$ cat src/rtl/stream_aligner_pkg.sv
// Shared definitions for the stream aligner.
//   - state_e    : aligner FSM states (SCALE, STREAM, FLUSH)
//   - DATA_LSB   : bit offset of the data field inside the joined tuple
//   - grid_lsb() : bit offset of the grid field for a given data width
//   - scale_lsb(): bit offset of the scale field for a given data width
// Tuple layout, MSB to LSB: {scale, grid, data}.
package stream_aligner_pkg;

  typedef enum logic [1:0] {
    ST_SCALE  = 2'd0,
    ST_STREAM = 2'd1,
    ST_FLUSH  = 2'd2
  } state_e;

  localparam int DATA_LSB = 0;

  function automatic int grid_lsb(input int data_width);
    return data_width;
  endfunction

  function automatic int scale_lsb(input int data_width);
    return 2 * data_width;
  endfunction

endpackage

$ cat src/rtl/stream_aligner_outreg.sv
// Single-entry output register for the aligner's master stream.
// Ports:
//   clk, rst_n          : clock, synchronous active-low reset
//   load                : capture load_data/load_last this cycle
//   load_data/load_last : tuple and tlast to capture
//   m_tready            : downstream ready
//   m_tvalid/m_tdata/m_tlast : registered master stream outputs
//   slot_free           : register may accept a load this cycle
module stream_aligner_outreg #(
  parameter int WIDTH = 48
) (
  input  logic             clk,
  input  logic             rst_n,
  input  logic             load,
  input  logic [WIDTH-1:0] load_data,
  input  logic             load_last,
  input  logic             m_tready,
  output logic             m_tvalid,
  output logic [WIDTH-1:0] m_tdata,
  output logic             m_tlast,
  output logic             slot_free
);

  logic             tvalid_q, tvalid_d;
  logic [WIDTH-1:0] tdata_q, tdata_d;
  logic             tlast_q, tlast_d;

  // The slot frees up in the same cycle the current beat is taken, which is
  // what lets the aligner sustain one beat per cycle.
  always_comb begin
    slot_free = !tvalid_q || m_tready;
    tvalid_d  = tvalid_q;
    tdata_d   = tdata_q;
    tlast_d   = tlast_q;
    if (load) begin
      tvalid_d = 1'b1;
      tdata_d  = load_data;
      tlast_d  = load_last;
    end else if (tvalid_q && m_tready) begin
      tvalid_d = 1'b0;
    end
  end

  always_ff @(posedge clk) begin
    if (!rst_n) begin
      tvalid_q <= 1'b0;
      tdata_q  <= '0;
      tlast_q  <= 1'b0;
    end else begin
      tvalid_q <= tvalid_d;
      tdata_q  <= tdata_d;
      tlast_q  <= tlast_d;
    end
  end

  assign m_tvalid = tvalid_q;
  assign m_tdata  = tdata_q;
  assign m_tlast  = tlast_q;

endmodule

$ cat src/rtl/stream_aligner.sv
// Joins a data stream and a grid stream beat-for-beat, tagging every joined
// beat with the scale word received at the start of the packet.
// Ports:
//   clk, rst_n                     : clock, synchronous active-low reset
//   s_axis_data_*                  : data stream (tdata/tvalid/tready/tlast)
//   s_axis_grid_*                  : grid stream (tdata/tvalid/tready/tlast)
//   s_axis_scle_*                  : scale stream, one word per packet
//   m_axis_*                       : joined {scale, grid, data} stream
//   beat_count                     : beats emitted so far in current packet
//   align_error                    : sticky flag, data/grid tlast disagreed
//   clear_error                    : clears align_error
// Build option: define STREAM_ALIGNER_FLUSH_EN to drain the remainder of the
// longer stream after a tlast mismatch; otherwise the aligner returns
// straight to waiting for the next scale word.
module stream_aligner
  import stream_aligner_pkg::*;
#(
  parameter int DATA_WIDTH  = 16,
  parameter int SCALE_WIDTH = 16,
  parameter int CNT_WIDTH   = 16
) (
  input  logic                              clk,
  input  logic                              rst_n,
  input  logic [DATA_WIDTH-1:0]             s_axis_data_tdata,
  input  logic                              s_axis_data_tvalid,
  output logic                              s_axis_data_tready,
  input  logic                              s_axis_data_tlast,
  input  logic [DATA_WIDTH-1:0]             s_axis_grid_tdata,
  input  logic                              s_axis_grid_tvalid,
  output logic                              s_axis_grid_tready,
  input  logic                              s_axis_grid_tlast,
  input  logic [SCALE_WIDTH-1:0]            s_axis_scle_tdata,
  input  logic                              s_axis_scle_tvalid,
  output logic                              s_axis_scle_tready,
  output logic [2*DATA_WIDTH+SCALE_WIDTH-1:0] m_axis_tdata,
  output logic                              m_axis_tvalid,
  input  logic                              m_axis_tready,
  output logic                              m_axis_tlast,
  output logic [CNT_WIDTH-1:0]              beat_count,
  output logic                              align_error,
  input  logic                              clear_error
);

  localparam int TUPLE_W   = 2 * DATA_WIDTH + SCALE_WIDTH;
  localparam int GRID_LSB  = grid_lsb(DATA_WIDTH);
  localparam int SCALE_LSB = scale_lsb(DATA_WIDTH);

  state_e                 state_q, state_d;
  logic [SCALE_WIDTH-1:0] scale_q, scale_d;
  logic [CNT_WIDTH-1:0]   beat_count_q, beat_count_d;
  logic                   align_error_q, align_error_d;
  // Which stream is being drained in FLUSH: 1 = grid, 0 = data.
  logic                   flush_grid_q, flush_grid_d;

  logic               slot_free;
  logic               join_beat;
  logic               mismatch;
  logic               both_last;
  logic               join_last;
  logic [TUPLE_W-1:0] join_tuple;
  logic               m_hs;

  // State register together with the per-packet bookkeeping registers.
  always_ff @(posedge clk) begin
    if (!rst_n) begin
      state_q       <= ST_SCALE;
      scale_q       <= '0;
      beat_count_q  <= '0;
      align_error_q <= 1'b0;
      flush_grid_q  <= 1'b0;
    end else begin
      state_q       <= state_d;
      scale_q       <= scale_d;
      beat_count_q  <= beat_count_d;
      align_error_q <= align_error_d;
      flush_grid_q  <= flush_grid_d;
    end
  end

  // Handshake outputs. Every tready is held low while rst_n is asserted so
  // nothing is consumed in the reset cycle. Data and grid are only ever
  // accepted together while streaming.
  always_comb begin
    s_axis_scle_tready = 1'b0;
    s_axis_data_tready = 1'b0;
    s_axis_grid_tready = 1'b0;
    join_beat          = 1'b0;
    if (rst_n) begin
      case (state_q)
        ST_SCALE: s_axis_scle_tready = 1'b1;
        ST_STREAM: begin
          join_beat          = s_axis_data_tvalid && s_axis_grid_tvalid && slot_free;
          s_axis_data_tready = join_beat;
          s_axis_grid_tready = join_beat;
        end
        ST_FLUSH: begin
          if (flush_grid_q) s_axis_grid_tready = 1'b1;
          else              s_axis_data_tready = 1'b1;
        end
        default: ;
      endcase
    end
  end

  // Joined tuple and its tlast. A mismatching beat always closes the packet
  // on the output side.
  always_comb begin
    join_tuple = '0;
    join_tuple[DATA_LSB  +: DATA_WIDTH]  = s_axis_data_tdata;
    join_tuple[GRID_LSB  +: DATA_WIDTH]  = s_axis_grid_tdata;
    join_tuple[SCALE_LSB +: SCALE_WIDTH] = scale_q;
    mismatch  = join_beat && (s_axis_data_tlast != s_axis_grid_tlast);
    both_last = join_beat && s_axis_data_tlast && s_axis_grid_tlast;
`ifdef STREAM_ALIGNER_FLUSH_EN
    join_last = mismatch ? 1'b1 : s_axis_data_tlast;
`else
    join_last = s_axis_data_tlast | s_axis_grid_tlast;
`endif
  end

  // Next-state and bookkeeping logic.
  always_comb begin
    state_d      = state_q;
    scale_d      = scale_q;
    flush_grid_d = flush_grid_q;
    case (state_q)
      ST_SCALE: begin
        if (s_axis_scle_tvalid && s_axis_scle_tready) begin
          scale_d = s_axis_scle_tdata;
          state_d = ST_STREAM;
        end
      end
      ST_STREAM: begin
        if (both_last) begin
          state_d = ST_SCALE;
        end else if (mismatch) begin
`ifdef STREAM_ALIGNER_FLUSH_EN
          // The stream that already ended is complete; drain the other one.
          state_d      = ST_FLUSH;
          flush_grid_d = s_axis_data_tlast;
`else
          state_d = ST_SCALE;
`endif
        end
      end
      ST_FLUSH: begin
        if (flush_grid_q ? (s_axis_grid_tvalid && s_axis_grid_tlast)
                         : (s_axis_data_tvalid && s_axis_data_tlast)) begin
          state_d = ST_SCALE;
        end
      end
      default: state_d = ST_SCALE;
    endcase

    m_hs = m_axis_tvalid && m_axis_tready;
    beat_count_d = beat_count_q;
    if (m_hs) beat_count_d = m_axis_tlast ? '0 : beat_count_q + CNT_WIDTH'(1);

    // A new mismatch takes priority over a clear in the same cycle.
    if (mismatch)         align_error_d = 1'b1;
    else if (clear_error) align_error_d = 1'b0;
    else                  align_error_d = align_error_q;
  end

  stream_aligner_outreg #(
    .WIDTH(TUPLE_W)
  ) u_outreg (
    .clk      (clk),
    .rst_n    (rst_n),
    .load     (join_beat),
    .load_data(join_tuple),
    .load_last(join_last),
    .m_tready (m_axis_tready),
    .m_tvalid (m_axis_tvalid),
    .m_tdata  (m_axis_tdata),
    .m_tlast  (m_axis_tlast),
    .slot_free(slot_free)
  );

  assign beat_count  = beat_count_q;
  assign align_error = align_error_q;

endmodule

$ cat config.mk
export PLATFORM = sky130hd
export DESIGN_NAME = stream_aligner
export DESIGN_NICKNAME = d
export VERILOG_FILES = /design/src/rtl/stream_aligner_pkg.sv /design/src/rtl/stream_aligner_outreg.sv /design/src/rtl/stream_aligner.sv
export SDC_FILE = /design/constraint.sdc
export NUM_CORES = 1
export LEC_CHECK = 0
export ABC_CLOCK_PERIOD_IN_PS = 1600
export CORE_MARGIN = 1
export CORE_UTILIZATION = 39
export DETAILED_ROUTE_END_ITERATION = 16
export PLACE_DENSITY_LB_ADDON = 0.08
export SLEW_MARGIN = 25
export SYNTH_ARGS = -nofsm -noshare
export SYNTH_HDL_FRONTEND = slang
export SYNTH_SLANG_ARGS = --single-unit
$ cat constraint.sdc
create_clock -name clk -period 1.6 [get_ports clk]
set_clock_uncertainty 0.15 [all_clocks]
set_input_delay 0.16 -clock clk [delete_from_list [all_inputs] [get_ports clk]]
set_output_delay 0.16 -clock clk [all_outputs]
set_load 0.03 [all_outputs]
== Word level (Yosys, flattened, before mapping) ==
Cells that the tools add are included.

* Flip-flop bits (word level): 85
* Input bits: 57
* Output and inout bits: 70
* Logic and storage cells: 46

* Add/sub/neg operators: 1
* Eq/ne operators: 6
* Multiplexer cells: 16
* Bitwise logic cells: 1
* Reduce and logical (&&, ||, !) cells: 15

{| class="wikitable"
|+ Operators with widths
! cell !! number
|-
| adder 16 x 1 -> 16 bit, second input constant || 1
|-
| two-way mux 16 bit || 1
|-
| two-way mux 1 bit || 9
|-
| logical AND 1 bit || 8
|-
| two-way mux 2 bit || 4
|-
| one-hot mux 2 bit (3 select lines) || 1
|-
| != test 2 bit, second input constant || 2
|-
| nonzero test 2 bit || 2
|-
| != test 3 bit, second input constant || 1
|-
| AND reduction 3 bit || 1
|-
| == test 2 x 1 -> 1 bit, second input constant || 1
|-
| == test 2 bit, second input constant || 1
|-
| logical NOT 2 bit || 1
|-
| one-hot mux 1 bit (2 select lines) || 1
|-
| AND reduction 2 bit || 1
|-
| logical NOT 1 bit || 1
|-
| logical OR 1 bit || 1
|-
| != test 1 bit || 1
|-
| OR 1 bit || 1
|}

== Depth between registers and ports, before layout ==
* Depth after elaboration: 9
* Depth in mapped cells: 8
* Mapped depth without buffers: 5

== Modules after synthesis ==
A second synthesis with hierarchy kept.

* Cell total of the unflattened synthesis: 332
* Area, all modules: 3323.2 um^2

{| class="wikitable"
|+ Modules (own cells, without submodules)
! module !! times used !! cells an instance !! area each (um^2) !! seq. area each (um^2)
|-
| stream_aligner_outreg || 1 || 162 || 1920.6 || 1001.0
|-
| stream_aligner || 1 || 170 || 1402.6 || 680.7
|}

== Worst setup path before layout ==
Ideal clock, no wire load.

* Kind: register to register
* Start point: reg beat_count_q[3] (netlist: beat_count[3])
* End point: reg beat_count_q[15] (netlist: beat_count[15])
* Setup time: 0.130 ns
* Data arrival time: 1.654 ns
* Data required time: 1.320 ns
* Path slack: -0.334 ns
* Stages on the path, launching flop included: 5
* Buffers on the path: 0
* Path through: dfxtp_1 > nand4_1 > or3_4 > o41ai_1 > a21oi_1

* Cells in the longest elaborated chain, start to end: 2

{| class="wikitable"
|+ Ends and longest elaborated chain
! what !! line !! source
|-
| start, declared || stream_aligner.sv:50 || <nowiki>logic [CNT_WIDTH-1:0] beat_count_q, beat_count_d;</nowiki>
|-
| start signal, assigned || stream_aligner.sv:74 || <nowiki>beat_count_q <= beat_count_d;</nowiki>
|-
| adder 16 x 1 -> 16 bit || stream_aligner.sv:157 || <nowiki>if (m_hs) beat_count_d = m_axis_tlast ? '0 : beat_count_q + CNT_WIDTH'(1);</nowiki>
|-
| two-way mux 16 bit || stream_aligner.sv:157 ||
|}

No other way between the ends.
A chain may end at the register's enable or synchronous reset.

== Worst setup path in the final report ==
* Start point: reg u_outreg.tvalid_q (netlist: u_outreg.m_tvalid)
* End point: out s_axis_grid_tready

* Cells in the longest elaborated chain, start to end: 5

{| class="wikitable"
|+ Ends and longest elaborated chain
! what !! line !! source
|-
| start, declared || stream_aligner_outreg.sv:24 || <nowiki>logic tvalid_q, tvalid_d;</nowiki>
|-
| start signal, assigned || stream_aligner_outreg.sv:50 || <nowiki>tvalid_q <= tvalid_d;</nowiki>
|-
| logical NOT 1 bit || stream_aligner_outreg.sv:31 || <nowiki>slot_free = !tvalid_q || m_tready;</nowiki>
|-
| logical OR 1 bit || stream_aligner_outreg.sv:31 ||
|-
| logical AND 1 bit || stream_aligner.sv:92 || <nowiki>join_beat = s_axis_data_tvalid && s_axis_grid_tvalid && slot_free;</nowiki>
|-
| two-way mux 1 bit || n/a ||
|-
| two-way mux 1 bit || stream_aligner.sv:88 || <nowiki>if (rst_n) begin</nowiki>
|-
| end, declared || stream_aligner.sv:30 || <nowiki>output logic s_axis_grid_tready,</nowiki>
|}

No other way between the ends.

==> flow_metrics.env <==
export IMPL_fillers=677
export IMPL_finalNetCount=595
export IMPL_numClockSinks=84
export IMPL_rsz0062_at_grt="yes"
export IMPL_max_vdd_ir_drop_mv=0.5314
export IMPL_run_status="complete, but fails checks"
export IMPL_drt_initial_drc_count=67
export IMPL_die_h_um=92.98
export IMPL_hold_class="input port to flop"
export IMPL_cts_tree="built"
export IMPL_clock_path_buffers=2
export IMPL_yosys_register_bits=84
export IMPL_hpwlAfterDp_um=5641
export IMPL_wl_per_cell_um=12.71
export IMPL_finish_utilization_pct=65.86
export IMPL_drv_slew=0
export IMPL_numPortBuffers=126
export IMPL_gp_congestion=0.7987
export IMPL_syn_inst=386
export IMPL_cp_max_fo=4
export IMPL_cp_end_kind="output port"
export IMPL_setup_viol_count_final=4
export IMPL_worst_pin_slew_ns=0.3805
export IMPL_grt_overflow_total=0
export IMPL_drc=0
export IMPL_drive_gt1_share_pct=15.53
export IMPL_wl_um=8175
export IMPL_via_per_inst=4.712
export IMPL_max_freq_mhz=596.5
export IMPL_crit_path_cell_trace="nor2b_4 > or2_4 > inv_6 > buf_12 > buf_8"
export IMPL_crit_type="flop to output port"
export IMPL_async_flop_share_pct=0
export IMPL_clk_latency_ns=0.34
export IMPL_die_w_um=92.98
export IMPL_crit_arrival_ns=1.37
export IMPL_min_period_ns=1.677
export IMPL_grtUsageTotal_pct=18.71
export IMPL_fin_cells=643
export IMPL_h_tree_depth=3
export IMPL_dieArea_um2=8645
export IMPL_dp_cells=613
export IMPL_hold_viol=0
export IMPL_core_rowCount=32
export IMPL_synth_ff_type="dfxtp_1"
export IMPL_ys_seq_area_share_pct=52.09
export IMPL_ctsHoldBuffers=0
export IMPL_crit_slowest_cell="dfxtp_4"
export IMPL_synth_edf_count=0
export IMPL_finalPower_uw=4442
export IMPL_design_core_area_um2=7848
export IMPL_area_delta_synth_final_pct=60.12
export IMPL_start_util_pct=41.14
export IMPL_cellLeakagePower_uw=0.002184
export IMPL_synth_warnings=0
export IMPL_io_pins=127
export IMPL_failed_checks="setup timing"
export IMPL_antenna_found_initial=0
export IMPL_grt_max_degree=46
export IMPL_p_per_area_nw_per_um2=859.4
export IMPL_critPathMaxStageDelay_ns=0.35
export IMPL_placed_area_um2=4780
export IMPL_syn_area_um2=3228
export IMPL_n_antenna_cell=0
export IMPL_cts_root_buffer="clkbuf_8"
export IMPL_drv_cap=0
export IMPL_clk_pin_slew_ns=0.08
export IMPL_final_antenna_net_count=0
export IMPL_cts_made_buffers=9
export IMPL_slew_headroom_pct=74.64
export IMPL_synth_distinct_cells=31
export IMPL_min_period_over_period_pct=104.8
export IMPL_fin_area_um2=5169
export IMPL_setup_ws_ns=-0.07652
export IMPL_grt_pass1_wl_um=12800
export IMPL_critPathRequiredTime_ns=1.29
export IMPL_hold_ws_ns=0.1495
export IMPL_syn_nets=445
export IMPL_start_kind="flop"
export IMPL_dr_pass1_iters=4
export IMPL_grt_pass1_vias=2738
export IMPL_syn_area_per_cell_um2=8.363
export IMPL_vias=3030
==> layer usage <==
layer  track usage, %  vias up  routed length [µm]
met3            3.496        8                 395
met5                0        -                   0
met1            23.46     1396                3775
met2            31.86       74                3898
met4            6.923        0                 106
li1                 -     1552                   -
==> sequential cells by signal (all words and copies together), names as in the netlist <==
signal,flops
u_outreg.m_tdata,48
beat_count,16
scale_q,16
align_error,1
state_q,1
u_outreg.m_tlast,1
u_outreg.m_tvalid,1
==> cells in the mapped netlist, drive strengths merged (5+ instances only) <==
master / instances / area (µm²)
nand3: 6 / 35.03
a21boi: 48 / 360.3
dfxtp: 84 / 1682
inv: 7 / 26.27
o21ai: 18 / 90.09
nand2: 138 / 518.0
clkbuf: 16 / 60.06
nand4: 5 / 31.28
nor2: 12 / 45.04
xnor2: 8 / 70.07
buf: 9 / 57.56
a21oi: 6 / 30.03
==> layout by cell type, fill, tap and decap left out, drive strengths merged, types with 5 or more instances in the layout <==
| cell type | instances |
|---|---|
| a21boi | 48 |
| a21oi | 6 |
| buf | 41 |
| clkbuf | 14 |
| clkdlybuf4s50 | 54 |
| dfxtp | 84 |
| dlygate4sd2 | 68 |
| inv | 7 |
| nand2 | 138 |
| nand3 | 6 |
| nand4 | 5 |
| nor2 | 12 |
| o21ai | 18 |
| xnor2 | 8 |
==> repair_timing <==
item,CTS,global route
pin swaps,1,10
cloned,0,1
hold endpoints to repair,0,0
resized for setup,74,21
buffers inserted,6,8
setup endpoints to repair,70,34
==> per-stage QoR <==
| step | worst slack [ns] | TNS [ns] |
|---|---|---|
| 2_1_floorplan | -0.1096 | -0.1953 |
| 3_3_place_gp | -0.2678 | -13.13 |
| 3_5_place_dp | -0.3104 | -14.28 |
| 4_1_cts | -0.1269 | -0.2243 |
| 5_1_grt | -0.1337 | -0.5308 |
| 6_report | -0.07652 | -0.2262 |
==> where the power goes <==
group / switching, µW / internal [µW]
clock network: 718 / 1180
registers: 23.2 / 2130
logic: 172 / 225
==> critical path, delay by kind of cell, from the launching register on <==
| family | cells | cell delay (ns) |
|---|---|---|
| flops | 1 | 0.35 |
| simple gates | 2 | 0.39 |
| buf+inv | 3 | 0.29 |
==> worst paths after layout <==
| kind | cells after the start | slack (ns) | startpoint | to |
|---|---|---|---|---|
| setup / recovery | 5 | -0.08 | u_outreg.m_tvalid$_SDFFE_PN0P_ | s_axis_grid_tready |
| hold / removal | 4 | 0.15 | rst_n | u_outreg.m_tvalid$_SDFFE_PN0P_ |
| setup reg to reg | 5 | -0.06 | u_outreg.m_tvalid$_SDFFE_PN0P_ | beat_count[15]$_SDFFE_PN0P_ |
| hold reg to reg | 2 | 0.30 | scale_q[3]$_SDFFE_PN0P_ | u_outreg.m_tdata[35]$_SDFFE_PN0P_ |
==> final cells by class <==
cell class                 instances  area, µm²  area share [%]
inverter                           7      31.28          0.6052
tap                              102      127.6           2.469
sequential                        84       1714           33.16
clock buffer                      13      170.2           3.292
clock inverter                     3      90.09           1.743
multi-input combinational        270       1480           28.64
timing repair buffer             164       1555           30.09
==> logic make-up after synthesis <==
| logic type | after synthesis | share of synthesized area [%] |
|---|---|---|
| xor+xnor | 12 | 3.256 |
| fa+ha+maj | 2 | 0.7751 |
| flops | 84 | 52.09 |
| simple gates | 181 | 23.60 |
| compound gates | 75 | 15.81 |
| buf+inv | 32 | 4.457 |
Power figures use the tool's default switching activity.
